File: config.mk
export PLATFORM = sky130hd
export DESIGN_NAME = apb_periph_clk_gate_ctrl
export DESIGN_NICKNAME = d
export VERILOG_FILES = /design/src/rtl/apb_clk_gate_pkg.sv /design/src/rtl/apb_periph_clk_gate_ctrl_slot.sv /design/src/rtl/apb_periph_clk_gate_ctrl.sv
export SDC_FILE = /design/constraint.sdc
export NUM_CORES = 1
export LEC_CHECK = 0
export CORE_MARGIN = 4
export CORE_UTILIZATION = 35
export CTS_CLUSTER_DIAMETER = 120
export DETAILED_ROUTE_END_ITERATION = 10
export DONT_BUFFER_PORTS = 1
export PLACE_DENSITY = 0.59
export SYNTH_ARGS = -nofsm -noshare
export SYNTH_HDL_FRONTEND = slang
export SYNTH_SLANG_ARGS = --single-unit
File: constraint.sdc
create_clock -name clk -period 8 [get_ports clk]
set_input_delay 0.8 -clock clk [delete_from_list [all_inputs] [get_ports clk]]
set_output_delay 0.8 -clock clk [all_outputs]
set_load 0.05 [all_outputs]
File: src/rtl/apb_clk_gate_pkg.sv
// Shared types and constants for the APB peripheral clock-gating controller.
package apb_clk_gate_pkg;

  typedef enum logic [1:0] {
    CG_OFF   = 2'd0,
    CG_RUN   = 2'd1,
    CG_GATED = 2'd2,
    CG_WAKE  = 2'd3
  } cg_state_e;

  localparam int DEF_NUM_SLAVES  = 8;
  localparam int DEF_IDLE_CYCLES = 64;
  localparam int DEF_CNT_WIDTH   = 8;
  localparam int DEF_WAKE_CYCLES = 2;
  localparam int WAKE_CNT_W      = 4;

  function automatic bit idle_cycles_ok(input int idle_cycles, input int cnt_width);
    return (idle_cycles >= 1) && (idle_cycles <= (1 << cnt_width) - 1);
  endfunction

  function automatic bit wake_cycles_ok(input int wake_cycles);
    return (wake_cycles >= 1) && (wake_cycles <= (1 << WAKE_CNT_W) - 1);
  endfunction

endpackage

File: src/rtl/apb_periph_clk_gate_ctrl_slot.sv
// One slave's gating FSM: idle counter, wake stall counter, registered clock
// enable and the combinational pready-stall / error overrides.
module clk_gate_slot
  import apb_clk_gate_pkg::*;
#(
  parameter int IDLE_CYCLES = DEF_IDLE_CYCLES,
  parameter int CNT_WIDTH   = DEF_CNT_WIDTH,
  parameter int WAKE_CYCLES = DEF_WAKE_CYCLES
) (
  input  logic clk,
  input  logic rst,
  input  logic sw_en_i,
  input  logic auto_en_i,
  input  logic psel_i,
  input  logic penable_i,
  input  logic busy_i,
  output logic clk_en_o,
  output logic stall_o,
  output logic err_o,
  output logic gated_next_o
);

  localparam logic [CNT_WIDTH-1:0]  IDLE_LAST = CNT_WIDTH'(IDLE_CYCLES - 1);
  localparam logic [CNT_WIDTH-1:0]  IDLE_MAX  = '1;
  localparam logic [WAKE_CNT_W-1:0] WAKE_LAST = WAKE_CNT_W'(WAKE_CYCLES - 1);

  cg_state_e              r_state;
  logic [CNT_WIDTH-1:0]   r_idle_cnt;
  logic [WAKE_CNT_W-1:0]  r_wake_cnt;
  logic                   r_clk_en;

  cg_state_e              w_state_next;
  logic [CNT_WIDTH-1:0]   w_idle_next;
  logic [WAKE_CNT_W-1:0]  w_wake_next;
  logic                   w_quiet;

  // Disabling auto-gating counts as activity: it holds RUN and wakes GATED.
  assign w_quiet = auto_en_i & ~(psel_i | busy_i);

  always_comb begin
    w_state_next = r_state;
    w_idle_next  = r_idle_cnt;
    w_wake_next  = r_wake_cnt;
    if (!sw_en_i) begin
      w_state_next = CG_OFF;
    end else begin
      case (r_state)
        CG_RUN: begin
          if (!w_quiet) begin
            w_idle_next = '0;
          end else if (r_idle_cnt == IDLE_LAST) begin
            w_state_next = CG_GATED;
            w_idle_next  = '0;
          end else if (r_idle_cnt != IDLE_MAX) begin
            w_idle_next = r_idle_cnt + CNT_WIDTH'(1);
          end
        end
        CG_GATED: begin
          if (!w_quiet) begin
            w_state_next = CG_WAKE;
            w_wake_next  = '0;
          end
        end
        CG_WAKE: begin
          if (r_wake_cnt == WAKE_LAST) begin
            w_state_next = CG_RUN;
            w_idle_next  = '0;
          end else begin
            w_wake_next = r_wake_cnt + WAKE_CNT_W'(1);
          end
        end
        CG_OFF: begin
          w_state_next = CG_WAKE;
          w_wake_next  = '0;
        end
        default: begin
          w_state_next = CG_RUN;
          w_idle_next  = '0;
        end
      endcase
    end
  end

  // clk_en is a function of the next state so it moves on the transition edge.
  always_ff @(posedge clk or posedge rst) begin
    if (rst) begin
      r_state    <= CG_RUN;
      r_idle_cnt <= '0;
      r_wake_cnt <= '0;
      r_clk_en   <= 1'b1;
    end else begin
      r_state    <= w_state_next;
      r_idle_cnt <= w_idle_next;
      r_wake_cnt <= w_wake_next;
      r_clk_en   <= (w_state_next == CG_RUN) || (w_state_next == CG_WAKE);
    end
  end

  assign clk_en_o     = r_clk_en;
  assign stall_o      = psel_i & ((r_state == CG_GATED) || (r_state == CG_WAKE));
  assign err_o        = psel_i & penable_i & (r_state == CG_OFF);
  assign gated_next_o = (w_state_next == CG_GATED) || (w_state_next == CG_OFF);

endmodule

File: src/rtl/apb_periph_clk_gate_ctrl.sv
// Per-peripheral automatic clock-gate controller for the APB subsystem:
// one independent gating slot per slave plus a registered all-gated flag.
module apb_periph_clk_gate_ctrl
  import apb_clk_gate_pkg::*;
#(
  parameter int NUM_SLAVES  = DEF_NUM_SLAVES,
  parameter int IDLE_CYCLES = DEF_IDLE_CYCLES,
  parameter int CNT_WIDTH   = DEF_CNT_WIDTH,
  parameter int WAKE_CYCLES = DEF_WAKE_CYCLES
) (
  input  logic                  clk,
  input  logic                  rst,
  input  logic [NUM_SLAVES-1:0] sw_en_i,
  input  logic [NUM_SLAVES-1:0] auto_en_i,
  input  logic [NUM_SLAVES-1:0] psel_i,
  input  logic                  penable_i,
  input  logic [NUM_SLAVES-1:0] busy_i,
  output logic [NUM_SLAVES-1:0] clk_en_o,
  output logic [NUM_SLAVES-1:0] stall_o,
  output logic [NUM_SLAVES-1:0] err_o,
  output logic                  all_gated_o
);

  if (!idle_cycles_ok(IDLE_CYCLES, CNT_WIDTH)) begin : g_bad_idle
    $error("IDLE_CYCLES out of range for CNT_WIDTH");
  end
  if (!wake_cycles_ok(WAKE_CYCLES)) begin : g_bad_wake
    $error("WAKE_CYCLES out of range");
  end

  logic [NUM_SLAVES-1:0] w_gated_next;
  logic                  r_all_gated;

  for (genvar gi = 0; gi < NUM_SLAVES; gi++) begin : g_slot
    clk_gate_slot #(
      .IDLE_CYCLES (IDLE_CYCLES),
      .CNT_WIDTH   (CNT_WIDTH),
      .WAKE_CYCLES (WAKE_CYCLES)
    ) u_slot (
      .clk          (clk),
      .rst          (rst),
      .sw_en_i      (sw_en_i[gi]),
      .auto_en_i    (auto_en_i[gi]),
      .psel_i       (psel_i[gi]),
      .penable_i    (penable_i),
      .busy_i       (busy_i[gi]),
      .clk_en_o     (clk_en_o[gi]),
      .stall_o      (stall_o[gi]),
      .err_o        (err_o[gi]),
      .gated_next_o (w_gated_next[gi])
    );
  end

  always_ff @(posedge clk or posedge rst) begin
    if (rst) begin
      r_all_gated <= 1'b0;
    end else begin
      r_all_gated <= &w_gated_next;
    end
  end

  assign all_gated_o = r_all_gated;

endmodule

### After elaboration in Yosys (flattened, before gate mapping)

Index checks and enable logic that the tools add are counted.
Widths: inputs -> output; s select.

* bits in registers: 121
* output and inout port bits: 25

* $add $sub $neg: 16
* equality and inequality tests: 104
* muxes and demuxes: 112
* bitwise gates (word level): 48
* reductions and logical operators: 73

Operators by type and width (number)
* $mux 8: 32
* $pmux 8 s2: 8
* $pmux 4 s3: 8
* $mux 2: 40
* $add 8x1->8 const B: 8
* $eq 2x2->1 const B: 32
* $eq 8x6->1 const B: 8
* $mux 4: 16
* $ne 8x8->1 const B: 8
* $pmux 2 s4: 8
* $reduce_and 4->1: 16
* $add 4x1->4 const B: 8
* $and 1x1->1: 32
* $eq 2x1->1 const B: 16
* $eq 4x1->1 const B: 8
* $logic_not 2->1: 16
* $ne 2x2->1 const B: 16
* $ne 4x4->1 const B: 8
* $logic_or 1x1->1: 24
* $reduce_bool 3->1: 8
* $ne 2x1->1 const B: 8
* $reduce_bool 2->1: 8
* $not 1->1: 8
* $or 1x1->1: 8
* $reduce_and 8->1: 1

### Depth between registers and ports, before layout

Gate-level depths: netlist (run 1).

* depth after elaboration: 9
* depth in mapped cells: 8
* depth with buffers taken out: 7

### Hierarchy

A second synthesis (run 1) with hierarchy kept.

* cell total of the unflattened synthesis: 839
* area total of the unflattened synthesis: 8030.2 um^2

Modules (own cells, without submodules)
* clk_gate_slot (g_slot[1].u_slot ...): instances 7, cells an instance 104, area an instance 997.2 um^2, seq. area each 351.6 um^2
* clk_gate_slot (g_slot[0].u_slot): instances 1, cells an instance 106, area an instance 1004.7 um^2, seq. area each 351.6 um^2
* apb_periph_clk_gate_ctrl: instances 1, cells an instance 5, area an instance 45.0 um^2, seq. area each 25.0 um^2

### Worst setup path after synthesis (run 1)

OpenSTA, ideal clock, no wires.

* path type: input to register
* start: input port busy_i[2]
* end: register g_slot[2].u_slot.r_idle_cnt[3]
* library setup time: 95 ps
* arrival time: 2011 ps
* data required time: 7905 ps
* path slack: 5893 ps
* stages: 4
* cell sequence: or4b_4 > a41o_1 > or2_4 > o31ai_1

* word-level cells in the longest chain between the ends: 5

Ends and longest elaborated chain
* start: declaration: RTL line apb_periph_clk_gate_ctrl.sv:17 `input logic [NUM_SLAVES-1:0] busy_i,`
* $or 1x1->1 *: RTL line apb_periph_clk_gate_ctrl_slot.sv:38 `assign w_quiet = auto_en_i & ~(psel_i | busy_i);`
* $not 1->1 *: RTL line apb_periph_clk_gate_ctrl_slot.sv:38
* $and 1x1->1 *: RTL line apb_periph_clk_gate_ctrl_slot.sv:38
* $ne 4x4->1 (no source line) / $mux 8 (equally long branches)
* $reduce_and 4->1 (no source line) / $pmux 8 s2 (equally long branches)
* end signal: assignment: RTL line apb_periph_clk_gate_ctrl_slot.sv:93 `r_idle_cnt <= w_idle_next;`
* end: declaration: RTL line apb_periph_clk_gate_ctrl_slot.sv:28 `logic [CNT_WIDTH-1:0] r_idle_cnt;`

Mark *: on every way between the ends. The rest lies on a longest branch, timed or not.
A chain may end at the register's enable or synchronous reset.

### Final worst setup path (run 1)

* start: register g_slot[1].u_slot.r_state[0]
* end: output port stall_o[1]

* word-level cells in the longest chain between the ends: 3

Ends and longest elaborated chain
* start: declaration: RTL line apb_periph_clk_gate_ctrl_slot.sv:27 `cg_state_e r_state;`
* start signal: assignment: RTL line apb_periph_clk_gate_ctrl_slot.sv:92 `r_state <= w_state_next;`
* $eq 2x2->1: RTL line apb_periph_clk_gate_ctrl_slot.sv:100 `assign stall_o = psel_i & ((r_state == CG_GATED) || (r_state == CG_WAKE));`
* $logic_or 1x1->1 *: RTL line apb_periph_clk_gate_ctrl_slot.sv:100
* $and 1x1->1 *: RTL line apb_periph_clk_gate_ctrl_slot.sv:100
* end: declaration: RTL line apb_periph_clk_gate_ctrl.sv:19 `output logic [NUM_SLAVES-1:0] stall_o,`

Marks and branches as above.

==> results of run 1 <==
==> cells by family (layout without fill, tap and decap cells) <==
family / after synthesis / count (layout)
multiplexers: 7 / 7
AND/OR/NAND/NOR: 332 / 332
flip-flops: 114 / 114
buffers and inverters: 93 / 87
other: 0 / 1
adder cells (fa/ha/maj): 63 / 63
AO/OA/AOI/OAI: 232 / 232
==> area by class of cell <==
cell class                 count  area share, %
tap                          275           4.15
clock buffer                  22           5.72
antenna                        1         0.0302
multi-input combinational    634           51.1
sequential                   114           34.6
clock inverter                10           1.87
inverter                      54           2.48
timing repair buffer           1         0.0906
==> path summary, 6_finish.rpt <==
check / endpoint / startpoint / depth (start not counted)
max: stall_o[1] / g_slot[1].u_slot.r_state[0] / 2
min: g_slot[4].u_slot.r_wake_cnt[0] / rst / 1
max reg2reg: g_slot[2].u_slot.r_idle_cnt[5] / g_slot[2].u_slot.clk_en_o / 6
min reg2reg: g_slot[7].u_slot.r_wake_cnt[3] / g_slot[7].u_slot.r_wake_cnt[3] / 1
max in group asynchronous: g_slot[7].u_slot.r_idle_cnt[4] / rst / 2
min in group clk: g_slot[7].u_slot.r_wake_cnt[3] / g_slot[7].u_slot.r_wake_cnt[3] / 1
==> registers in the layout (all words and copies together) (netlist names) <==
signal and cells:
g_slot.u_slot.r_idle_cnt 64, g_slot.u_slot.r_wake_cnt 32, g_slot.u_slot.r_state 12, g_slot.u_slot.clk_en_o 5, all_gated_o 1
==> through the flow <==
stage	setup slack [ps]	util (%)	total power, mW
2_1_floorplan	4200	-	1.48
3_3_place_gp	5490	36.3	1.58
3_5_place_dp	5460	36.3	1.59
4_1_cts	5090	39.3	2.42
5_1_grt	5050	39.3	2.56
6_report	5120	39.3	2.39
==> synthesized netlist by cell type (3+ instances only) <==
master | instances | area share [%]
o22ai_1 | 4 | 0.33
nor3b_1 | 15 | 1.5
nor3_1 | 11 | 0.73
nand4_1 | 12 | 1.0
nand3_1 | 53 | 3.5
and2_1 | 3 | 0.25
nor2_1 | 49 | 2.4
dfrtp_1 | 105 | 35
a21oi_1 | 23 | 1.5
nand2_1 | 90 | 4.5
o21ai_1 | 31 | 2.1
o211a_1 | 3 | 0.40
o21a_1 | 11 | 1.1
o41ai_1 | 10 | 1.2
nor3b_2 | 7 | 1.2
buf_2 | 5 | 0.33
or4_1 | 3 | 0.30
nand2b_1 | 19 | 1.6
a221oi_1 | 4 | 0.46
o211ai_1 | 6 | 0.60
nor2b_1 | 4 | 0.33
or3_1 | 3 | 0.25
a211oi_1 | 7 | 0.70
a31oi_1 | 10 | 0.83
buf_4 | 24 | 2.4
dfstp_2 | 9 | 3.1
a211o_1 | 4 | 0.46
inv_1 | 54 | 2.7
clkbuf_1 | 10 | 0.50
nand3b_1 | 7 | 0.70
a31o_2 | 3 | 0.35
ha_1 | 63 | 10
mux2i_1 | 7 | 0.93
nor4_1 | 4 | 0.33
nor4bb_1 | 3 | 0.40
o31ai_1 | 21 | 2.1
o21ai_0 | 65 | 4.3
and3_1 | 35 | 2.9
a41o_1 | 3 | 0.40
==> critical path, stage by stage (launching register included) <==
cell     delay, ps
dfstp_2        770
ha_1           420
o21a_1         470
==> routing by layer <==
metal / vias up / share of wire [%]
met3: 16 / 4.0
met5: - / 0
met4: 0 / 1.5
met2: 70 / 44
met1: 2831 / 51
li1: 3025 / -
==> where the power goes <==
group | leakage (nW) | switching (mW) | internal [mW]
clock network | 0.306 | 0.268 | 0.543
registers | 1.55 | 0.172 | 0.674
logic | 1.71 | 0.470 | 0.262
==> impl_results.md, run 1 <==
* Detailed-placement wirelength estimate at 11.4 mm
* Clk sink count at between 100 and 150
* Grt met1 use at 19.2%
* Run status: complete, no violations
* Worst-skew pair later-pin latency at 420 ps
* Max FO, Critical Path at 8
* Initial Utilization at 35.8%
* PortBufs at 0
* DRC Markers at 0
* YS warnings at 0
* FMAX at 348 MHz
* Final Hold Viols at 0
* Setup TNS at 0 ps
* Starting DRT DRC Count at 313
* Slew of the pin with the lowest slew margin at 1060 ps
* Post-route ant nets at 0
* Final worst-path cycle share at 36.0%
* HP Class: primary input to asynchronous set/reset pin
* Synth Instances at 841
* Placed Cells at about 1,100
* Final Cell Area at between 0.008 and 0.009 mm2
* Root buf cell: clkbuf_16
* Largest net degree at the start of global routing at 65
* GRT overflow at 0
* Gr busiest metal: met2
* Startpoint types: flop
* I/O Pins at 60
* DP Area at 0.00765 mm2
* Num CTS Buffers at 17
* Wire per inst at 14.4 um
* Initial antenna violation count at 2
* Total of max-cap violations at 0
* R2R setup slack at about 5600 ps
* Fin. max-slew vios at 0
* Post-synthesis sequential area ratio at a little under two fifths
* Seq cells post-synth at 114
* Pre-antenna DRT Iters at 4
* Hold slack at ~350 ps
* Minimum clock period at 2880 ps
* Worst Setup End Kind: output pin
* Layout area overhead at 9.85%
* Number of distinct library cells after synthesis at between 60 and 70
* Number of flops mapped to enable cells by yosys at 0
* Layout cells sized above 1 at 8.02%
* Reg clk slew, reported paths at 50 ps
* VDD IR max at ~0.12 mV
* Post-synthesis compound-gate area fraction at 20.8%
* Via/cell ratio at 5.35
* All-Layer GR Usage at 13.8%
* Post-CTS setup buffer count at 0
* Core Rows at 53
* Die Ht at 155 um
* FILL cells at approximately 2,100
* Register area at approximately 0.0029 mm2
* Normalized max-slew margin at between 20% and 30%
* Post-synth ARST share at 100%
* Unrepaired setup endpoints after global routing: no
* GR Util met3 at slightly below 4%
* CP Data Arrival Time at approximately 2100 ps
* Most frequent cells in the layout: 105 x dfrtp_1, 90 x nand2_1, 65 x o21ai_0
* Area taken by multi-input logic gates at between 0.004 and 0.005 mm2
* CTS max path bufs at 2
* Finish-stage setup viols at 0
* Final Net Count at 920
* CTS Hold Bufs at 0
* Clk_skew at between 10 and 15 ps
* Vias at 5,942
* Core area at 0.0211 mm2
* Largest family of logic cells by synthesized area: simple AND/OR/NAND/NOR gates
* H-tree depth at 4
* Pwr dens at 288 mW/mm2
* Post-cts gate resize count at 0
* Most common flop cell mapped by yosys: dfrtp_1
* Total die area at 0.0240 mm2
* Commonest non-fill, non-tap cell in the layout: dfrtp_1
* Global-route wire length before repair at 27.5 mm
* Synthesized area at around 0.0075 mm2
* Die W at 155 um
* Leakage at between 3 and 4 nW
* Crit Path Class: flop to output pin
* Vias in the first global route at 5,611
* Simple-gate share of the synthesized area at about a quarter
* Synthesized area per cell at 8.97 um2
* CTS tree: done
* GP Congestion at 0.811
* Post-Route WL at 16.0 mm
* Post-synthesis adder-cell area fraction at 10.5%
* Syn Nets at 939
* XOR/XNOR Fraction of Synth Area at 0%
* Mux cell area share after synthesis at 0.929%
* Worst Path Required at 7200 ps
* M2 GR Usage at between 20% and 30%
* Non-filler cells, final at about 1,100
Power figures use the tool's default switching activity.
==> run 2, diff against run 1 <==
- PLACE_DENSITY: 0.59 -> 0.61
- clock period: 8 -> 2.4 ns (I/O delays scaled with it)
==> run 2 against run 1 <==
Against the previous run: critical endpoint is now stall_o[4]; first-iteration DRC count increased by 24%; global-route usage rose by 0.27 points; sequential cell count stayed put; highest routed layer unchanged; clock skew shrank 2.4 ps.
==> impl_results.md, run 2 (synthesis gave the netlist of run 1 again) <==
* Placed Cells at 1,101
* Detailed-placement wirelength estimate at 11.7 mm
* VDD IR max at 0.389 mV
* Most frequent cells in the layout: 105 x dfrtp_1, 90 x nand2_1, 65 x o21ai_0
* Minimum clock period at between 2000 and 2500 ps
* Run status: complete, no violations
* Final worst-path cycle share at ~90%
* Non-filler cells, final at roughly 1,100
* Num CTS Buffers at 17
* DRC Markers at 0
* Core area at 0.0211 mm2
* Reg clk slew, reported paths at around 60 ps
* Pre-antenna DRT Iters at 7
* Root buf cell: clkbuf_16
* Final Hold Viols at 0
* Initial antenna violation count at 1
* Layout cells sized above 1 at a little over a tenth
* Final Net Count at 950
* Final core occ at 40.5%
* Max FO, Critical Path at 5
* Total die area at 0.0240 mm2
* H-tree depth at 4
* Final Cell Area at 0.00853 mm2
* I/O Pins at 60
* Worst Setup End Kind: output pin
* HP Class: primary input to flop
* Clk sink count at 114
* Largest net degree at the start of global routing at 115
* Largest regs: g_slot.u_slot.r_idle_cnt (64), g_slot.u_slot.r_wake_cnt (32), g_slot.u_slot.r_state (12)
* Slowest Stage Delay on Critical Path at 530 ps
* Worst Setup Slack, final at 249 ps
* Die Ht at ~150 um
* PortBufs at 0
* CTS tree: done
* GRT overflow at 0
* Unrepaired setup endpoints after global routing: no
* Pwr dens at 949 mW/mm2
* CTS max path bufs at 2
* Total of max-cap violations at 0
* Core Rows at between 50 and 60
* Leakage at between 3 and 4 nW
* Fin. max-slew vios at 0
* R2R setup slack at around 260 ps
* Finish-stage setup viols at 0
* Crit Path Class: flop to output pin
* All-Layer GR Usage at 14.0%
* # diodes at 0
* Starting DRT DRC Count at 388
* Layout area overhead at 13.1%
* Slew of the pin with the lowest slew margin at 644 ps
* Worst-skew pair later-pin latency at 410 ps
* Initial Utilization at a little over a third
* GP Congestion at 0.812
* CP Data Arrival Time at between 1500 and 2000 ps
* Post-Route WL at roughly 16 mm
* Global-route wire length before repair at 27.9 mm
* Setup TNS at 0 ps
* Overall power at 8.09 mW
* Vias at between 6,000 and 7,000
* Normalized max-slew margin at 56.7%
* Die W at 155 um
* Critical path's slowest cell: dfstp_2
* Vias in the first global route at approximately 5,800
* Clk_skew at 8.16 ps
* Most flops, register: g_slot.u_slot.r_idle_cnt
* Worst Path Required at 2160 ps
* Commonest non-fill, non-tap cell in the layout: dfrtp_1
* Via/cell ratio at 5.37
* Startpoint types: flop
* Post-route ant nets at 0
* FILL cells at 2,076
* FMAX at 465 MHz
* Dpl ws at 253 ps
* Worst path cell trace: buf_4, inv_1, ha_1, o21a_1
* Max reg flops at 64
* Hold slack at 38.4 ps
* DP Area at 0.00784 mm2
* Wire per inst at around 14 um
* Post-CTS setup buffer count at 0
-- run 2: cell types whose count changed in the layout (fill, tap and decap cells not counted), sizes merged --
cell / before / now
clkinv: 4 / 5
dlygate4sd3: 0 / 7
buf: 1 / 24
clkinvlp: 2 / 3
clkbuf: 22 / 21
inv: 54 / 53
diode: 1 / 0
-- run 2: layer usage --
layer  GRT usage (%)  part of all wire, %  up-vias
li1                -                    -     3088
met1            18.8                   48     2923
met2            22.2                   47       92
met3            4.09                  4.5       15
met4            3.99                  1.2        0
met5               0                    0        -
-- run 2: path summary, 6_finish.rpt --
check / start / to / cells after the start
min in group asynchronous: rst / g_slot[0].u_slot.r_state[1] / 3
worst max register to register: g_slot[2].u_slot.clk_en_o / g_slot[2].u_slot.r_idle_cnt[4] / 7
max in group asynchronous: rst / g_slot[3].u_slot.r_state[1] / 3
worst min-delay path: sw_en_i[6] / g_slot[6].u_slot.r_idle_cnt[6] / 2
worst min register to register: g_slot[7].u_slot.r_wake_cnt[3] / g_slot[7].u_slot.r_wake_cnt[3] / 1
worst max-delay path: g_slot[4].u_slot.r_state[0] / stall_o[4] / 4
-- run 2: timing repair --
action | CTS | global route
resized for setup | 0 | 0
hold endpoints to repair | 114 | 0
hold buffers | 7 | 0
-- run 2: report_power, final --
group          switching, mW  internal [mW]
Sequential             0.357           2.24
Clock                  0.883           1.78
Combinational           1.82           1.02
-- run 2: critical path: cells and delay by family (launching register included) --
family,cells,cell delay [ps]
fa+ha+maj,1,240
compound gates,1,390
flops,1,530
buf+inv,2,340
-- run 2: final cells by class --
cell class	instances	area (um2)	share of cell area [%]
clock buffer	21	460	5.40
clock inverter	11	160	1.88
inverter	54	206	2.42
multi-input combinational	634	4230	49.6
sequential	114	2860	33.6
tap	275	344	4.03
timing repair buffer	31	263	3.08
